File: src/rtl/eeg_oram_pkg.sv
// rtl/eeg_oram_pkg.sv - shared state type, default widths and clog2 helper for the ORAM read lane
package eeg_oram_pkg;

  typedef enum logic [1:0] {IDLE, ISSUE, DRAIN} state_t;

  localparam int OMUX_ADD_AW_DEF = 8;
  localparam int ORAM_DAT_DW_DEF = 8;

  function automatic int clog2(input int value);
    int r;
    r = 0;
    for (int i = 0; i < 31; i++) begin
      if ((1 << i) < value) r = i + 1;
    end
    return r;
  endfunction

endpackage

File: src/rtl/eeg_oram_pack_fifo.sv
// rtl/eeg_oram_pack_fifo.sv - synchronous word FIFO holding {last, keep, data} packed words
module eeg_oram_pack_fifo
  import eeg_oram_pkg::*;
#(
  parameter int WIDTH = 37,
  parameter int DEPTH = 4
) (
  input  logic                  clk,
  input  logic                  rst,
  input  logic                  push,
  input  logic [WIDTH-1:0]      push_dat,
  input  logic                  pop,
  output logic [WIDTH-1:0]      pop_dat,
  output logic                  full,
  output logic                  empty,
  output logic [clog2(DEPTH):0] count
);

  localparam int PW = clog2(DEPTH);

  logic [WIDTH-1:0] mem [DEPTH];
  logic [PW:0]      wptr;
  logic [PW:0]      rptr;

  assign count = wptr - rptr;
  assign full  = (count == (PW+1)'(DEPTH));
  assign empty = (count == '0);
  // Head is masked while empty so the word outputs read zero out of reset.
  assign pop_dat = empty ? '0 : mem[rptr[PW-1:0]];

  always_ff @(posedge clk or posedge rst) begin
    if (rst) begin
      wptr <= '0;
      rptr <= '0;
    end else begin
      if (push && !full) wptr <= wptr + 1'b1;
      if (pop && !empty) rptr <= rptr + 1'b1;
    end
  end

  always_ff @(posedge clk) begin
    if (push && !full) mem[wptr[PW-1:0]] <= push_dat;
  end

endmodule

File: src/rtl/eeg_oram_rd_pack.sv
// rtl/eeg_oram_rd_pack.sv - ORAM lane read sequencer: burst address issue, byte packing, word FIFO
module eeg_oram_rd_pack
  import eeg_oram_pkg::*;
#(
  parameter int OMUX_ADD_AW = OMUX_ADD_AW_DEF,
  parameter int ORAM_DAT_DW = ORAM_DAT_DW_DEF,
  parameter int PACK_NUM    = 4,
  parameter int FIFO_DEPTH  = 4
) (
  input  logic                            clk,
  input  logic                            rst,
  input  logic                            CMD_VLD,
  output logic                            CMD_RDY,
  input  logic [OMUX_ADD_AW-1:0]          CMD_BASE,
  input  logic [OMUX_ADD_AW:0]            CMD_LEN,
  output logic                            ORAM_ADD_VLD,
  output logic                            ORAM_ADD_LST,
  input  logic                            ORAM_ADD_RDY,
  output logic [OMUX_ADD_AW-1:0]          ORAM_ADD_ADD,
  input  logic                            ORAM_DAT_VLD,
  input  logic                            ORAM_DAT_LST,
  output logic                            ORAM_DAT_RDY,
  input  logic [ORAM_DAT_DW-1:0]          ORAM_DAT_DAT,
  output logic                            OUT_VLD,
  input  logic                            OUT_RDY,
  output logic [PACK_NUM*ORAM_DAT_DW-1:0] OUT_DAT,
  output logic [PACK_NUM-1:0]             OUT_KEP,
  output logic                            OUT_LST,
  output logic                            BUSY
);

  localparam int SW = clog2(PACK_NUM);
  localparam int CW = clog2(FIFO_DEPTH) + 1;
  localparam int WW = PACK_NUM * ORAM_DAT_DW;
  localparam int FW = WW + PACK_NUM + 1;

  state_t                 state, state_nxt;
  logic [OMUX_ADD_AW-1:0] addr;
  logic [OMUX_ADD_AW:0]   remain;
  logic [SW-1:0]          slot, pslot;
  logic [CW-1:0]          credit, fifo_cnt;
  logic                   rd_pend, rd_last;
  logic [WW-1:0]          pdat, cap_dat;
  logic [PACK_NUM-1:0]    pkep, cap_kep;
  logic                   add_acc, take_credit, push, pop, fifo_full, fifo_empty;
  logic [FW-1:0]          fifo_out;

  assign ORAM_DAT_RDY = 1'b1;
  assign ORAM_ADD_ADD = addr;
  assign add_acc      = ORAM_ADD_VLD && ORAM_ADD_RDY;
  // A word's FIFO slot is reserved when its first byte address goes out.
  assign take_credit  = add_acc && (slot == '0);
  assign push         = rd_pend && ((pslot == SW'(PACK_NUM - 1)) || rd_last);
  assign pop          = OUT_VLD && OUT_RDY;
  assign OUT_VLD      = !fifo_empty;
  assign {OUT_LST, OUT_KEP, OUT_DAT} = fifo_out;
  assign BUSY         = (state != IDLE) || !fifo_empty;

  always_ff @(posedge clk or posedge rst) begin
    if (rst) state <= IDLE;
    else     state <= state_nxt;
  end

  always_comb begin
    state_nxt    = state;
    CMD_RDY      = 1'b0;
    ORAM_ADD_VLD = 1'b0;
    ORAM_ADD_LST = 1'b0;
    case (state)
      IDLE: begin
        CMD_RDY = !rst;
        if (CMD_VLD && !rst) state_nxt = ISSUE;
      end
      ISSUE: begin
        ORAM_ADD_VLD = (remain != '0) && ((slot != '0) || (credit != '0));
        ORAM_ADD_LST = (remain == (OMUX_ADD_AW+1)'(1));
        if (ORAM_ADD_VLD && ORAM_ADD_RDY && ORAM_ADD_LST) state_nxt = DRAIN;
      end
      DRAIN: begin
        if (push && rd_last) state_nxt = IDLE;
      end
      default: state_nxt = IDLE;
    endcase
  end

  always_ff @(posedge clk or posedge rst) begin
    if (rst) begin
      addr    <= '0;
      remain  <= '0;
      slot    <= '0;
      rd_pend <= 1'b0;
      rd_last <= 1'b0;
    end else begin
      rd_pend <= add_acc;
      rd_last <= add_acc && ORAM_ADD_LST;
      if (CMD_VLD && CMD_RDY) begin
        addr   <= CMD_BASE;
        remain <= CMD_LEN;
        slot   <= '0;
      end else if (add_acc) begin
        addr   <= addr + 1'b1;
        remain <= remain - 1'b1;
        slot   <= slot + 1'b1;
      end
    end
  end

  always_ff @(posedge clk or posedge rst) begin
    if (rst) begin
      credit <= CW'(FIFO_DEPTH);
    end else begin
      case ({take_credit, pop})
        2'b10:   credit <= credit - 1'b1;
        2'b01:   credit <= credit + 1'b1;
        default: credit <= credit;
      endcase
    end
  end

  always_comb begin
    cap_dat = pdat;
    cap_kep = pkep;
    cap_dat[pslot*ORAM_DAT_DW +: ORAM_DAT_DW] = ORAM_DAT_DAT;
    cap_kep[pslot] = 1'b1;
  end

  always_ff @(posedge clk or posedge rst) begin
    if (rst) begin
      pdat  <= '0;
      pkep  <= '0;
      pslot <= '0;
    end else if (rd_pend) begin
      if (push) begin
        pdat  <= '0;
        pkep  <= '0;
        pslot <= '0;
      end else begin
        pdat  <= cap_dat;
        pkep  <= cap_kep;
        pslot <= pslot + 1'b1;
      end
    end
  end

  eeg_oram_pack_fifo #(
    .WIDTH (FW),
    .DEPTH (FIFO_DEPTH)
  ) u_fifo (
    .clk      (clk),
    .rst      (rst),
    .push     (push),
    .push_dat ({rd_last, cap_kep, cap_dat}),
    .pop      (pop),
    .pop_dat  (fifo_out),
    .full     (fifo_full),
    .empty    (fifo_empty),
    .count    (fifo_cnt)
  );

  a_dat_vld:  assert property (@(posedge clk) disable iff (rst) rd_pend == ORAM_DAT_VLD);
  a_dat_lst:  assert property (@(posedge clk) disable iff (rst) rd_pend |-> (ORAM_DAT_LST == rd_last));
  a_no_ovf:   assert property (@(posedge clk) disable iff (rst) !(push && fifo_full));
  a_len_nz:   assert property (@(posedge clk) disable iff (rst) (CMD_VLD && CMD_RDY) |-> (CMD_LEN != '0));
  a_cnt_rng:  assert property (@(posedge clk) disable iff (rst) fifo_cnt <= CW'(FIFO_DEPTH));

endmodule

File: config.mk
export PLATFORM = sky130hd
export DESIGN_NAME = eeg_oram_rd_pack
export DESIGN_NICKNAME = d
export VERILOG_FILES = /design/src/rtl/eeg_oram_pkg.sv /design/src/rtl/eeg_oram_pack_fifo.sv /design/src/rtl/eeg_oram_rd_pack.sv
export SDC_FILE = /design/constraint.sdc
export NUM_CORES = 1
export LEC_CHECK = 0
export CAP_MARGIN = 20
export CORE_UTILIZATION = 64
export CTS_BUF_LIST = sky130_fd_sc_hd__clkbuf_4
export DETAILED_ROUTE_END_ITERATION = 10
export PLACE_DENSITY_LB_ADDON = 0.2
export SLEW_MARGIN = 5
export SYNTH_ARGS = -nofsm -noshare
export SYNTH_HDL_FRONTEND = slang
export SYNTH_SLANG_ARGS = --single-unit
File: constraint.sdc
create_clock -name clk -period 8.3 [get_ports clk]
set_clock_uncertainty 0.1 [all_clocks]
set_input_delay 0.83 -clock clk [delete_from_list [all_inputs] [get_ports clk]]
set_output_delay 0.83 -clock clk [all_outputs]
set_load 0.03 [all_outputs]
Yosys cells after proc, flatten, opt, wreduce, memory -nomap -nowiden. Memory sizes are Yosys's and may differ from the RTL's. Index checks and enable logic that the tools add are counted.

Memories: 1. Bits in registers: 70. Logic and storage cells: 91. Output and inout port bits: 51. Input bits: 32. Bits in writable memories: 148.

Add/subtract/negate cells: 10. $lt $le $gt $ge: 2. Multiplexer cells: 23. Equal/unequal tests: 10. Reduce and logical (&&, ||, !) cells: 30. Bitwise operators: 1. Shift-type cells: 2.

Memory list: u_fifo.mem (depth 4, bits a word 37, rd ports 1, clocked after memory_dff 0, write ports 1, RTL line eeg_oram_pack_fifo.sv:21) `logic [WIDTH-1:0] mem [DEPTH];`.

Operator list (number): two-way mux 37 bit (1); negator 5 -> 34 bit (1); variable shift 8 x 34 -> 32 bit (first input constant) (1); indexed part select 8 x 34 -> 32 bit (1); bitwise mux 32 bit (1); two-way mux 32 bit (1); two-way mux 9 bit (2); two-way mux 8 bit (2); logical AND 1 bit (14); two-way mux 2 bit (6); adder 3 x 1 -> 3 bit (second input constant) (3); equality test 9 x 1 -> 1 bit (second input constant) (1); nonzero test 9 bit (1); subtractor 9 x 1 -> 9 bit (second input constant) (1); adder 8 x 1 -> 8 bit (second input constant) (1); nonzero test 2 bit (4); equality test 2 bit (second input constant) (3); two-way mux 1 bit (6); != test 2 bit (second input constant) (3); case mux 2 bit (3 select lines) (1); case mux 3 bit (2 select lines) (1); adder 2 x 1 -> 2 bit (second input constant) (2); equality test 2 x 1 -> 1 bit (second input constant) (2); zero test 2 bit (2); other kinds (13) (17).

Depth between registers and ports, before layout.
Depth after elaboration: 8. Gate-level depth with buffers: 14.

By module. Synthesis repeated with hierarchy kept, for this count alone.

Cells, all modules: 690. Area total of the unflattened synthesis: 9735.6 µm².

Modules (own cells, without submodules): eeg_oram_pack_fifo (seq. area each 4594.4 µm², area an instance 6078.3 µm², times used 1, cells an instance 278); eeg_oram_rd_pack (seq. area each 1602.8 µm², area an instance 3657.3 µm², times used 1, cells an instance 412).

Worst setup path before layout. No wires, ideal clock.

Path kind: register to output. Start: reg u_fifo.rptr[1]. End: out OUT_DAT[27]. Required time: 7.370 ns. Arrival: 2.391 ns. Buffers on the path: 3. Stages on the path, launching flop included: 10. Setup slack: 4.979 ns. Cell sequence: dfrtp_1 -> buf_2 -> buf_1 -> inv_1 -> ha_1 -> nor2b_1 -> xnor2_1 -> or2_1 -> clkbuf_1 -> and2_1.

Word-level cells in the longest chain between the ends: 3. Elaborated cells between the ends (all ways): 4. Classes of those cells: add/sub: 1; mux: 1; reduce/logical: 1; memory: 1.

Ends and longest elaborated chain: start: declaration (RTL line eeg_oram_pack_fifo.sv:23) `logic [PW:0] rptr;`; start signal: assignment (RTL line eeg_oram_pack_fifo.sv:37) `if (pop && !empty) rptr <= rptr + 1'b1;`; subtractor 3 bit (RTL line eeg_oram_pack_fifo.sv:25) `assign count = wptr - rptr;`; zero test 3 bit (RTL line eeg_oram_pack_fifo.sv:27) `assign empty = (count == '0);`; two-way mux 37 bit * (RTL line eeg_oram_pack_fifo.sv:29) `assign pop_dat = empty ? '0 : mem[rptr[PW-1:0]];`; end: declaration (RTL line eeg_oram_rd_pack.sv:26) `output logic [PACK_NUM*ORAM_DAT_DW-1:0] OUT_DAT,`.

Every way passes the cells marked *; elsewhere a longest branch is shown, timed or not.

Worst setup path after layout.
Start: reg u_fifo.wptr[0]. End: out OUT_KEP[2].

Word-level cells in the longest chain between the ends: 3.

Ends and longest elaborated chain: start: declaration (RTL line eeg_oram_pack_fifo.sv:22) `logic [PW:0] wptr;`; start signal: assignment (RTL line eeg_oram_pack_fifo.sv:36) `if (push && !full) wptr <= wptr + 1'b1;`; subtractor 3 bit (RTL line eeg_oram_pack_fifo.sv:25); zero test 3 bit (RTL line eeg_oram_pack_fifo.sv:27); two-way mux 37 bit (RTL line eeg_oram_pack_fifo.sv:29); end: declaration (RTL line eeg_oram_rd_pack.sv:27) `output logic [PACK_NUM-1:0] OUT_KEP,`.

Every way passes these cells.

==> results.cfg <==
[status]
status = finished clean

[global_route]
grt_max_degree = 74
antenna_found_initial = 1
grt_first_pass_wirelength_mm = 29.8
grtUsageTotal_pct = 26.4
overflow = 0
grt_pass1_vias = 5916

[critical_path]
crit_type = reg2out
required_ns = 7.37
end_kind = primary output
r2r-start = u_fifo.wptr[0]
critPathMaxFanout = 25
worst-r2r-cell-count = 13
reg2reg_to = credit[2]
critPathArrivalTime_ns = 3.46
rrSetupSlack_ns = 4.94
crit_path_start_kind = flop

[synth]
synth_xor_area_share_pct = 2.21
synth_common_cells = edfxtp_1 (148), dfrtp_1 (69), nand2_1 (56)
ys_top_cells_by_area = edfxtp_1 (47%), dfrtp_1 (18%), mux4_2 (8.8%)
synth_mux_area_share_pct = 9.26
synth-async-reset-ratio_pct = 32.1
synth_top_area_share_pct = 46.8
synth_simple_gate_area_share_pct = 10.7
synthAdderAreaFrac_pct = 2.98
synth.net_count = 725
netlist_instances = 671
synth_area_per_cell_um2 = 14.2
synth.cell_area_um2 = 9500
yosysTopAreaCell = edfxtp_1
synthDistinctLibCells = 46
synth_most_common_cell = edfxtp_1
ys_ff_latch = 218
yosys_most_used_dff = edfxtp_1
synth_compound_area_share_pct = 6.26
ys_warn_count = 0
synth_top_family_by_area = simple AND/OR/NAND/NOR gates
synth_seq_area_share_pct = 65.2
synth_edf_count = 148

[floorplanning]
io_pins = 83
core-area_um2 = 14500
die_h_um = 124
die-area_um2 = 15300
initial_core_util_pct = 65.4
rows = 44
die_x_um = 124

[detailed_routing]
routed_wl_mm = 19.1
ant_nets = 0
dr.pass1.iters = 7
drc = 0
wl_per_cell_um = 18.9
viasPerCell = 5.84
vias = 5901
drt_iter0_markers = 453

[clock_network]
cts_setup_buffers = 0
ctsResizeCount = 0
clk_pin_slew_ns = 0.06
cts_sinks = 218
cts_tree = yes
cts_hold_buf = 0
h-tree-depth = 2
ctsRootBufferMaster = clkbuf_4
numCtsBuffers = 52
ctsLongestPathBuffers = 3
clk_latency_ns = 0.63

[timing]
setup_violations = 0
slew_headroom_pct = 29.7
grt_setup_unrepaired = no
finalMaxSlewViolations = 0
tns_ns = 0
hold_viol = 0
worst_pin_slew_ns = 1.05
setup_slack_ns = 3.91
layout_min_cycle_time_ns = 4.39
fmax_mhz = 228
fin_crit_sh_pct = 52.9

[hold_path]
hold_path_class = reg2reg
min_from = pkep[3]
hold_end = pkep[3]
hold_depth = 1

[final_layout]
n_fill_cell = 885
layout-drive-gt1-share_pct = 22.3
nets = 840
syn2layout_area_growth_pct = 17.5

[placed_design]
pre_cts_ws_ns = 4.53
place.gp.congestion = 0.857
portBuffers = 79
dp_hpwl_mm = 12.0

[pwr]
ir_worst_vdd_mv = 0.270
total_leakage_power_nw = 4.18
power_density_nw_per_um2 = 404

[job]
drv_cap = 0
-- metrics by stage --
stage / total power [W] / std cells / cell area (um^2) / utilization (%) / hold slack [ns]
after global routing: 0.00477 / 1011 / 11200 / 76.8 / 0.423
final: 0.00450 / 1011 / 11200 / 76.8 / 0.392
after global placement: 0.00358 / 915 / 10500 / 72.0 / 0.367
after floorplan: 0.00299 / 671 / 9500 / - / 0.344
after CTS: 0.00452 / 1009 / 11100 / 76.6 / 0.392
after detailed placement: 0.00367 / 915 / 10500 / 72.0 / 0.379
-- registers in the layout (all words and copies together), names as in the netlist --
| signal | flops |
|---|---|
| ORAM_ADD_ADD | 8 |
| credit | 3 |
| pdat | 32 |
| pkep | 4 |
| pslot | 2 |
| rd_last | 1 |
| rd_pend | 1 |
| remain | 9 |
| slot | 2 |
| state | 2 |
| u_fifo.mem | 148 |
| u_fifo.rptr | 3 |
| u_fifo.wptr | 3 |
-- area by class of cell --
cell class / count / area (um^2) / area share (%)
inverters: 45 / 169 / 1.51
clock buffers: 83 / 623 / 5.58
repair buffers: 92 / 901 / 8.07
diodes: 1 / 2.50 / 0.0224
well taps: 184 / 230 / 2.06
clock inverters: 11 / 41.3 / 0.370
flip-flops and latches: 218 / 6200 / 55.6
multi-input cells: 377 / 2990 / 26.8
-- how the worst max path moves through the flow --
stage                               from          end  slack [ns]  depth (start not counted)
after detailed placement  u_fifo.wptr[0]   OUT_KEP[2]        4.53                          8
after floorplan           u_fifo.rptr[1]  OUT_DAT[27]        4.98                          9
after global routing      u_fifo.wptr[0]   OUT_KEP[2]        3.70                          8
final                     u_fifo.wptr[0]   OUT_KEP[2]        3.91                          8
after CTS                 u_fifo.wptr[0]   OUT_KEP[2]        3.85                          8
after global placement    u_fifo.wptr[0]      OUT_LST        4.63                          8
-- per-layer routing --
layer | part of all wire [%] | routed length (um) | up-vias | global-route usage, %
met5 | 0 | 0 | - | 0
met4 | 2.2 | 416 | 0 | 10.3
met3 | 6.0 | 1150 | 43 | 5.59
met2 | 52 | 9970 | 234 | 44.0
met1 | 40 | 7600 | 2919 | 34.1
li1 | - | - | 2705 | -
-- cell families (layout without fill, tap and decap cells) --
logic type      count (synthesis)  in the layout
compound gates                 93             93
xor+xnor                       24             24
fa+ha+maj                      22             22
buf+inv                        76            231
flops                         218            218
mux                            41             41
other cells                     1              2
simple gates                  196            196
-- cell usage in the layout, fill, tap and decap left out, drive strengths merged, types with 2 or more instances in the layout --
master | synthesis | routed
xor2 | 13 | 13
nand4b | 2 | 2
mux4 | 37 | 37
clkinv | 0 | 11
nand4 | 9 | 9
nor4b | 3 | 3
inv | 45 | 45
nor3 | 11 | 11
nor2 | 47 | 47
nand2 | 56 | 56
xnor2 | 11 | 11
dfrtp | 69 | 69
nand3 | 6 | 6
a31o | 33 | 33
a21oi | 8 | 8
clkbuf | 18 | 83
clkdlybuf4s50 | 0 | 79
mux2 | 2 | 2
and3 | 2 | 2
mux2i | 2 | 2
and2 | 45 | 45
nor2b | 2 | 2
nor4 | 2 | 2
buf | 13 | 13
o21ai | 49 | 49
edfxtp | 148 | 148
or2 | 6 | 6
ha | 21 | 21
-- power breakdown --
part	switching [W]	internal, W	total [W]
Combinational	0.00118	0.000872	0.00205
Sequential	0.000137	0.00146	0.00160
Clock	0.000401	0.000451	0.000853
Total	0.00172	0.00279	0.00450
-- worst max-delay path, stage by stage, from the launching register on --
cell,delay (ns)
dfrtp_1,0.41
inv_1,0.15
ha_1,0.16
nor2b_1,0.16
xnor2_1,0.15
or2_1,0.52
buf_4,0.38
and2_1,0.19
clkdlybuf4s50_1,0.69
Note: power is estimated with default switching activity, not from simulation.
